File: src/rtl/procyon_sram_ctrl.sv
// Sequencer for the external async 16-bit SRAM: splits one wide request into 16-bit beats
// and drives the SRAM strobes and data bus with programmable access timing.

package procyon_system_pkg;
   localparam int SRAM_ADDR_WIDTH = 20;
   localparam int SRAM_DATA_WIDTH = 16;
   typedef logic [SRAM_ADDR_WIDTH-1:0] sram_addr_t;
   typedef logic [SRAM_DATA_WIDTH-1:0] sram_data_t;
endpackage

module procyon_sram_ctrl
   import procyon_system_pkg::*;
#(
   parameter int DATA_WIDTH    = 32,
   parameter int ACCESS_CYCLES = 2
) (
   input  logic                     clk,
   input  logic                     n_rst,
   input  logic                     i_req_valid,
   output logic                     o_req_ready,
   input  logic                     i_req_we,
   input  logic [SRAM_ADDR_WIDTH:0] i_req_addr,
   input  logic [DATA_WIDTH-1:0]    i_req_data,
   input  logic [DATA_WIDTH/8-1:0]  i_req_byte_sel,
   output logic                     o_resp_valid,
   output logic                     o_resp_we,
   output logic [DATA_WIDTH-1:0]    o_resp_data,
   output sram_addr_t               o_sram_addr,
   output sram_data_t               o_sram_dq,
   output logic                     o_sram_dq_oe,
   input  sram_data_t               i_sram_dq,
   output logic                     o_sram_ce_n,
   output logic                     o_sram_oe_n,
   output logic                     o_sram_we_n,
   output logic                     o_sram_lb_n,
   output logic                     o_sram_ub_n
);

   localparam int NUM_BEATS = DATA_WIDTH / 16;
   localparam int BYTES     = DATA_WIDTH / 8;
   localparam int BEAT_W    = (NUM_BEATS > 1) ? $clog2(NUM_BEATS) : 1;
   localparam int CNT_W     = (ACCESS_CYCLES > 1) ? $clog2(ACCESS_CYCLES) : 1;
   localparam sram_addr_t BEAT_MASK = sram_addr_t'(NUM_BEATS - 1);

   typedef enum logic [2:0] {IDLE, READ, WRITE, WRITE_HOLD, DONE} state_t;

   state_t            state;
   sram_addr_t        req_base;
   logic [DATA_WIDTH-1:0] req_data;
   logic [BYTES-1:0]  req_sel;
   logic [BEAT_W-1:0] beat;
   logic [CNT_W-1:0]  cnt;

   sram_addr_t        in_base;
   sram_addr_t        src_base;
   logic [DATA_WIDTH-1:0] src_data;
   logic [BYTES-1:0]  src_sel;
   logic [BEAT_W:0]   hit;
   logic              hit_found;
   logic [BEAT_W-1:0] hit_idx;
   sram_addr_t        wr_addr;
   sram_data_t        wr_dq;
   logic              wr_lb_n;
   logic              wr_ub_n;
   logic              beat_last;
   logic              cnt_last;

   // Lowest beat at or above 'start' whose byte-enable pair is non-zero; MSB flags a hit.
   function automatic logic [BEAT_W:0] next_beat(input logic [BYTES-1:0] sel, input int start);
      logic [BEAT_W:0] r;
      r = '0;
      for (int k = NUM_BEATS - 1; k >= 0; k--) begin
         if (k >= start && sel[2*k +: 2] != 2'b00) begin
            r = {1'b1, BEAT_W'(k)};
         end
      end
      return r;
   endfunction

   assign o_req_ready = (state == IDLE);
   assign in_base     = sram_addr_t'(i_req_addr >> 1) & ~BEAT_MASK;
   assign beat_last   = (beat == BEAT_W'(NUM_BEATS - 1));
   assign cnt_last    = (cnt == CNT_W'(ACCESS_CYCLES - 1));

   // Next write beat: taken from the live request when idle, else from the latched one.
   always_comb begin
      src_base  = (state == IDLE) ? in_base : req_base;
      src_data  = (state == IDLE) ? i_req_data : req_data;
      src_sel   = (state == IDLE) ? i_req_byte_sel : req_sel;
      hit       = next_beat(src_sel, (state == IDLE) ? 0 : int'(beat) + 1);
      hit_found = hit[BEAT_W];
      hit_idx   = hit[BEAT_W-1:0];
      wr_addr   = src_base + sram_addr_t'(hit_idx);
      wr_dq     = src_data[16*int'(hit_idx) +: 16];
      wr_lb_n   = ~src_sel[2*int'(hit_idx)];
      wr_ub_n   = ~src_sel[2*int'(hit_idx) + 1];
   end

   // Single sequencer; every SRAM-facing output is a flop so pad timing is clean.
   always_ff @(posedge clk or negedge n_rst) begin
      if (!n_rst) begin
         state        <= IDLE;
         req_base     <= '0;
         req_data     <= '0;
         req_sel      <= '0;
         beat         <= '0;
         cnt          <= '0;
         o_resp_valid <= 1'b0;
         o_resp_we    <= 1'b0;
         o_resp_data  <= '0;
         o_sram_addr  <= '0;
         o_sram_dq    <= '0;
         o_sram_dq_oe <= 1'b0;
         o_sram_ce_n  <= 1'b1;
         o_sram_oe_n  <= 1'b1;
         o_sram_we_n  <= 1'b1;
         o_sram_lb_n  <= 1'b1;
         o_sram_ub_n  <= 1'b1;
      end else begin
         o_resp_valid <= 1'b0;
         case (state)
            IDLE: begin
               if (i_req_valid) begin
                  req_base  <= in_base;
                  req_data  <= i_req_data;
                  req_sel   <= i_req_byte_sel;
                  o_resp_we <= i_req_we;
                  cnt       <= '0;
                  if (!i_req_we) begin
                     state        <= READ;
                     beat         <= '0;
                     o_sram_addr  <= in_base;
                     o_sram_ce_n  <= 1'b0;
                     o_sram_oe_n  <= 1'b0;
                     o_sram_lb_n  <= 1'b0;
                     o_sram_ub_n  <= 1'b0;
                     o_sram_dq_oe <= 1'b0;
                  end else if (hit_found) begin
                     state        <= WRITE;
                     beat         <= hit_idx;
                     o_sram_addr  <= wr_addr;
                     o_sram_dq    <= wr_dq;
                     o_sram_lb_n  <= wr_lb_n;
                     o_sram_ub_n  <= wr_ub_n;
                     o_sram_ce_n  <= 1'b0;
                     o_sram_we_n  <= 1'b0;
                     o_sram_oe_n  <= 1'b1;
                     o_sram_dq_oe <= 1'b1;
                  end else begin
                     state <= DONE;
                  end
               end
            end
            READ: begin
               if (cnt_last) begin
                  o_resp_data[16*int'(beat) +: 16] <= i_sram_dq;
                  cnt <= '0;
                  if (beat_last) begin
                     state        <= DONE;
                     o_resp_valid <= 1'b1;
                     o_sram_ce_n  <= 1'b1;
                     o_sram_oe_n  <= 1'b1;
                     o_sram_lb_n  <= 1'b1;
                     o_sram_ub_n  <= 1'b1;
                  end else begin
                     beat        <= beat + 1'b1;
                     o_sram_addr <= req_base + sram_addr_t'(int'(beat) + 1);
                  end
               end else begin
                  cnt <= cnt + 1'b1;
               end
            end
            WRITE: begin
               if (cnt_last) begin
                  state       <= WRITE_HOLD;
                  o_sram_we_n <= 1'b1;
                  cnt         <= '0;
               end else begin
                  cnt <= cnt + 1'b1;
               end
            end
            WRITE_HOLD: begin
               if (hit_found) begin
                  state       <= WRITE;
                  beat        <= hit_idx;
                  o_sram_addr <= wr_addr;
                  o_sram_dq   <= wr_dq;
                  o_sram_lb_n <= wr_lb_n;
                  o_sram_ub_n <= wr_ub_n;
                  o_sram_we_n <= 1'b0;
               end else begin
                  state        <= DONE;
                  o_resp_valid <= 1'b1;
                  o_sram_ce_n  <= 1'b1;
                  o_sram_lb_n  <= 1'b1;
                  o_sram_ub_n  <= 1'b1;
                  o_sram_dq_oe <= 1'b0;
               end
            end
            DONE: begin
               // An all-skipped write arrives here without a pulse and raises it one cycle later.
               if (!o_resp_valid) begin
                  o_resp_valid <= 1'b1;
               end else begin
                  state <= IDLE;
               end
            end
            default: state <= IDLE;
         endcase
      end
   end

endmodule

File: config.mk
export PLATFORM = sky130hd
export DESIGN_NAME = procyon_sram_ctrl
export DESIGN_NICKNAME = d
export VERILOG_FILES = /design/src/rtl/procyon_sram_ctrl.sv
export SDC_FILE = /design/constraint.sdc
export NUM_CORES = 1
export LEC_CHECK = 0
export BUFFER_PORTS_ARGS = -buffer_cell sky130_fd_sc_hd__buf_4
export CORE_ASPECT_RATIO = 1.1
export CORE_MARGIN = 3
export CORE_UTILIZATION = 56
export CTS_BUF_LIST = sky130_fd_sc_hd__clkbuf_4 sky130_fd_sc_hd__clkbuf_8
export DETAILED_ROUTE_END_ITERATION = 6
export PLACE_DENSITY = 0.85
export RECOVER_POWER = 50
export SLEW_MARGIN = 0
export SYNTH_ARGS = -nofsm -noshare
export SYNTH_HDL_FRONTEND = slang
export SYNTH_SLANG_ARGS = --single-unit
File: constraint.sdc
create_clock -name clk -period 3 [get_ports clk]
set_input_delay 0.15 -clock clk [delete_from_list [all_inputs] [get_ports clk]]
set_output_delay 0.15 -clock clk [all_outputs]
set_load 0.01 [all_outputs]
# Yosys cells after proc, flatten, opt, wreduce, memory -nomap -nowiden
# Cells that the tools add are included.
[totals]
register_bits = 136
latch_bits = 0
ram_bits = 0
rom_bits = 0
input_bits = 77
out_inout_bits = 77
memories = 0
[op_classes]
addsub = 7
multipliers = 0
div = 0
n_lt_le_gt_ge = 4
eq_ne = 13
shifts = 3
mux = 72
n_bitwise = 2
reduce_logical = 23
[op_table]
columns = ["operator", "count"]
rows = [
  ["20-bit two-way mux", 6],
  ["32-bit two-way mux", 2],
  ["20-bit case mux with 3 select lines", 1],
  ["16-bit two-way mux", 3],
  ["1-bit two-way mux", 37],
  ["5-bit negation with 33-bit output", 1],
  ["16-bit by 33-bit variable shift with 32-bit output, first input constant", 1],
  ["16-bit by 33-bit variable part select with 32-bit output", 1],
  ["32-bit bitwise mux", 1],
  ["1-bit by 32-bit greater-or-equal comparator with 1-bit output, first input constant", 1],
  ["2-bit by 32-bit greater-or-equal comparator with 1-bit output, first input constant", 1],
  ["16-bit case mux with 2 select lines", 1],
  ["32-bit by 6-bit variable part select with 16-bit output", 1],
  ["3-bit two-way mux", 7],
  ["20-bit by 1-bit adder with 20-bit output", 1],
  ["20-bit by 2-bit adder with 20-bit output", 1],
  ["1-bit case mux with 3 select lines", 6],
  ["3-bit case mux with 5 select lines", 1],
  ["5-bit AND reduction", 3],
  ["2-bit inequality test, second input constant", 7],
  ["4-bit AND reduction", 3],
  ["2-bit nonzero test", 5],
  ["3-bit by 2-bit equality test with 1-bit output, second input constant", 2],
  ["1-bit case mux with 2 select lines", 3],
  ["other kinds (20)", 28],
]

# Depth between registers and ports, before layout
[logic_depth]
word_depth = 15
depth_mapped = 10
mapped_depth_nobuf = 7

# Worst setup path after synthesis
# No wires, ideal clock.
[synth_timing]
path_kind = "register -> register"
start = "register beat"
end = "register o_sram_addr[15]"
arrival_time_ns = 1.942
required_time_ns = 2.874
path_slack_ns = 0.932
stages_incl_launch_ff = 8
n_path_buf = 0
period_less_slack_ns = 2.068
cell_sequence = "dfrtp_1 ha_1 ha_1 nand3_1 nor4_2 a31oi_1 a211oi_1 a21oi_1"
[synth_via]
elab_chain_cells = 11
[synth_rtl]
columns = ["item", "line_no", "source"]
rows = [
  ["from (decl)", "51", "logic [BEAT_W-1:0] beat;"],
  ["from (signal assigned)", "140", "beat <= hit_idx;"],
  ["from (signal assigned)", "166", "beat <= beat + 1'b1;"],
  ["from (signal assigned)", "185", "beat <= hit_idx;"],
  ["1-bit by 1-bit adder with 2-bit output", "90, 167", ""],
  ["32-bit two-way mux", "90", "hit = next_beat(src_sel, (state == IDLE) ? 0 : int'(beat) + 1);"],
  ["2-bit by 32-bit greater-or-equal comparator with 1-bit output", "73", "if (k >= start && sel[2*k +: 2] != 2'b00) begin"],
  ["1-bit logical AND", "73", ""],
  ["2-bit two-way mux (2 in series)", "73", ""],
  ["20-bit by 1-bit adder with 20-bit output", "93", "wr_addr = src_base + sram_addr_t'(hit_idx);"],
  ["20-bit two-way mux", "138, 183", ""],
  ["20-bit two-way mux", "129", "if (!i_req_we) begin"],
  ["20-bit two-way mux", "123", "if (i_req_valid) begin"],
  ["20-bit case mux with 3 select lines", "121", "case (state)"],
  ["to (signal assigned)", "132", "o_sram_addr <= in_base;"],
  ["to (signal assigned)", "141", "o_sram_addr <= wr_addr;"],
  ["to (signal assigned)", "186", "o_sram_addr <= wr_addr;"],
  ["to (decl)", "28", "output sram_addr_t o_sram_addr,"],
]
# Several ways; a longest one is shown, not always the timed one. The select of a mux whose other input is x is not followed.
# A chain may end at the register's enable or synchronous reset.

# Final worst setup path
[layout_timing]
start = "register state[0]"
end = "register o_sram_addr[10]"
[layout_via]
elab_chain_cells = 11
[layout_rtl]
columns = ["item", "line_no", "source"]
rows = [
  ["from (decl)", "47", "state_t state;"],
  ["from (signal assigned)", "102", "state <= IDLE;"],
  ["from (signal assigned)", "130", "state <= READ;"],
  ["from (signal assigned)", "139", "state <= WRITE;"],
  ["3-bit logical NOT", "n/a", ""],
  ["32-bit two-way mux or 4-bit two-way mux (tied branches)", "90, 89", ""],
  ["2-bit by 32-bit greater-or-equal comparator with 1-bit output or 2-bit nonzero test (tied branches)", "73", ""],
  ["1-bit logical AND", "73", ""],
  ["2-bit two-way mux (2 in series)", "73", ""],
  ["20-bit by 1-bit adder with 20-bit output", "93", ""],
  ["20-bit two-way mux", "138, 183", ""],
  ["20-bit two-way mux", "129", ""],
  ["20-bit two-way mux", "123", ""],
  ["20-bit case mux with 3 select lines", "121", ""],
]
# Several ways; a longest one is shown, not always the timed one. The select of a mux whose other input is x is not followed.

==> qor.txt <==
Status -> finished with violations
Failing checks -> DRC, capacitance limit, slew limit
Total number of yosys warnings -> 0
Die Span X -> 111 um
Pleak -> 3.73 nW
Detailed Route Iter0 Violations -> 559
Skew final -> 0.0140 ns
Inst Count DP -> 871
Post-synth top area share -> 48.3%
WL per Instance -> 21.4 um
R2r setup slk -> 0.47 ns
Cell row count -> 41
Die area -> 0.0135 mm^2
Final Hold Vio Count -> 0
Top FF cell, synth -> dfrtp_1
Ports -> 154
Avg Cell Area, Syn -> 11.5 um^2
Top post-synthesis cells by count -> dfrtp_1 (131), mux2_2 (91), a22oi_1 (38)
Fmax -> 0.396 GHz
Cell family with most CP delay -> compound AO/OA/AOI/OAI gates
Register area share after synthesis -> 50.3%
Peak VDD IR -> 0.000570 V
Vias per cell -> 6.28
CP Launch Type -> flop
Count leader, synth -> dfrtp_1
RSZ-0062 raised after global routing -> false
Worst slack, placed -> 0.558 ns
Synth async-reset ratio -> 100%
Remaining global-route overflow -> 0
Fin util -> 76.4%
CP arrival -> 2.88 ns
Share of cells above drive strength 1 -> 29.0%
Top area cells in the synthesized netlist -> dfrtp_1 (48%), mux2_2 (15%), a22oi_1 (4.2%)
Core Area -> 0.0116 mm^2
Clk_lat worst skew -> 0.45 ns
DPL Wire Length -> 12.6 mm
Clock buffer depth -> 2
HP Class -> in -> reg
Initial antenna violation count -> 0
CTS tree -> yes
Vias post-DR -> 6108
Vias in the first global route -> 6509
Setup TNS -> 0 ns
Critical Path RT -> 3.35 ns
Mapped Area -> 0.00678 mm^2
PnR worst setup slack -> 0.474 ns
PwrDens -> 1120 mW/mm^2
Non-filler cells in the finished layout -> 973
Final hold slack -> 0.0139 ns
Area grow syn2layout -> 31.1%
Die height -> 121 um
Max Cap Viol -> 1
Total power -> 9.92 mW
Post-Syn Nets -> 668
# port buffers -> 151
Antenna Cells -> 0
Synth unique cells -> 71
Synth area leader -> dfrtp_1
Yosys reg bits -> 136
Htree depth -> 4
Post-layout nets -> 889
Worst slew pin tran -> 1.53 ns
Final WL -> 20.8 mm
Post-CTS Repair Setup Buffers -> 0
Syn Inst Count -> 589
Slowest cell on crit path -> or3_1
DP Area -> 0.00805 mm^2
Post-route ant nets -> 0
First-pass GRT wire length -> 33.6 mm
Residual DRC -> 4
Clk slew on worst S/H paths -> 0.09 ns
Post-route cell area -> 0.00889 mm^2
Final period util -> 84.2%
Cell Chain, Critical Path -> or3_1 > inv_8 > mux2_4 > o221ai_4 > a22oi_1 > o21ai_0
Minimum clock period -> 2.53 ns
Drt pass-1 iters -> 7
Fillers -> 775
WS Path Type -> reg -> reg
Critical path endpoint category -> flop
EDFF count, synth -> 0
Slew Viols, Final -> 62
Final setup viols -> 0
CTS Sinks -> 136
Worst path buffer plus inverter count -> 1
Starting Density -> 58.2%
CTS buffer count -> 17
Rel. slew slack -> -1.97%
Root Driver -> clkbuf_8
Tot GR Track Use -> 31.2%
Crit path largest cell delay -> 0.70 ns
Gp weighted congestion -> 0.894
Largest net degree at the start of global routing -> 62
CP Max Fanout -> 13
[logic make-up (layout without fill, tap and decap cells)]
family                     Yosys count  count (layout)  synth area share [%]
xor gates and xnor gates             4               4                 0.517
adders and majority gates            2               2                 0.369
buffers and inverters               49             283                  4.17
muxes                              104             104                  17.3
AOI/OAI and AO/OA                  177             177                  18.4
and+or+nand+nor                    117             117                  9.04
DFF                                136             136                  50.3
[layout by cell type (no fill, tap or decap), drive strengths merged, types with 4 or more instances in the layout]
cell / instances
nand2: 32
o21ai: 48
a21o: 4
a31oi: 15
nor4: 5
and3: 6
buf: 93
clkbuf: 95
dlygate4sd3: 70
nor2: 25
nor2b: 5
o221ai: 7
mux2: 101
inv: 18
dfrtp: 131
dfstp: 5
nand4: 4
a21oi: 22
nand3: 12
o211ai: 7
a22oi: 39
nor3: 10
o31ai: 4
[state kept, by name (all words and copies together) (netlist names), 3 cells and up]
register / flops
o_resp_data: 32
o_sram_addr: 20
o_sram_dq: 16
req_base: 19
req_data: 32
req_sel: 4
state: 3
[report_power, final]
group	switching, mW	internal, mW	leakage [nW]
clock network	0.804	0.866	0.213
logic	2.66	2.08	1.90
registers	0.720	2.79	1.62
total	4.19	5.73	3.73
[what timing repair did]
action | in CTS | in global routing
hold endpoints to repair | 152 | 0
gates resized for setup | 0 | 0
hold buffers | 70 | 0
setup endpoints to repair | 0 | 0
[final timing paths]
path / startpoint / to / cells after the start
min in group asynchronous: n_rst / state[1]$_DFFE_PN0P_ / 2
worst max-delay path: state[0]$_DFFE_PN0P_ / o_sram_addr[10]$_DFFE_PN0P_ / 6
worst max register to register: state[0]$_DFFE_PN0P_ / o_sram_addr[10]$_DFFE_PN0P_ / 6
worst min-delay path: i_req_byte_sel[1] / req_sel[1]$_DFFE_PN0P_ / 2
worst min register to register: req_sel[1]$_DFFE_PN0P_ / req_sel[1]$_DFFE_PN0P_ / 1
max in group asynchronous: n_rst / req_base[4]$_DFFE_PN0P_ / 3
[worst reg2reg max path, stage by stage, from the launching register on]
cell	delay (ns)
dfrtp_1	0.38
or3_1	0.70
inv_8	0.24
mux2_4	0.39
o221ai_4	0.43
a22oi_1	0.17
o21ai_0	0.12
[metal layers]
layer	up-vias	global-route usage (%)	wire [um]
met4	0	13.5	733
li1	2672	-	-
met1	3014	35.8	7680
met3	76	7.88	1570
met5	-	0	0
met2	346	55.3	10900
[cell type report]
| cell class | count | area, um^2 | share of cell area [%] |
|---|---|---|---|
| Inverter | 11 | 48.8 | 0.549 |
| Clock inverter | 14 | 183 | 2.05 |
| Multi-Input combinational cell | 404 | 3100 | 34.9 |
| Clock buffer | 18 | 248 | 2.79 |
| Tap cell | 150 | 188 | 2.11 |
| Timing Repair Buffer | 240 | 1720 | 19.3 |
| Sequential cell | 136 | 3410 | 38.3 |
No activity file was read; power rests on OpenSTA's default activity.
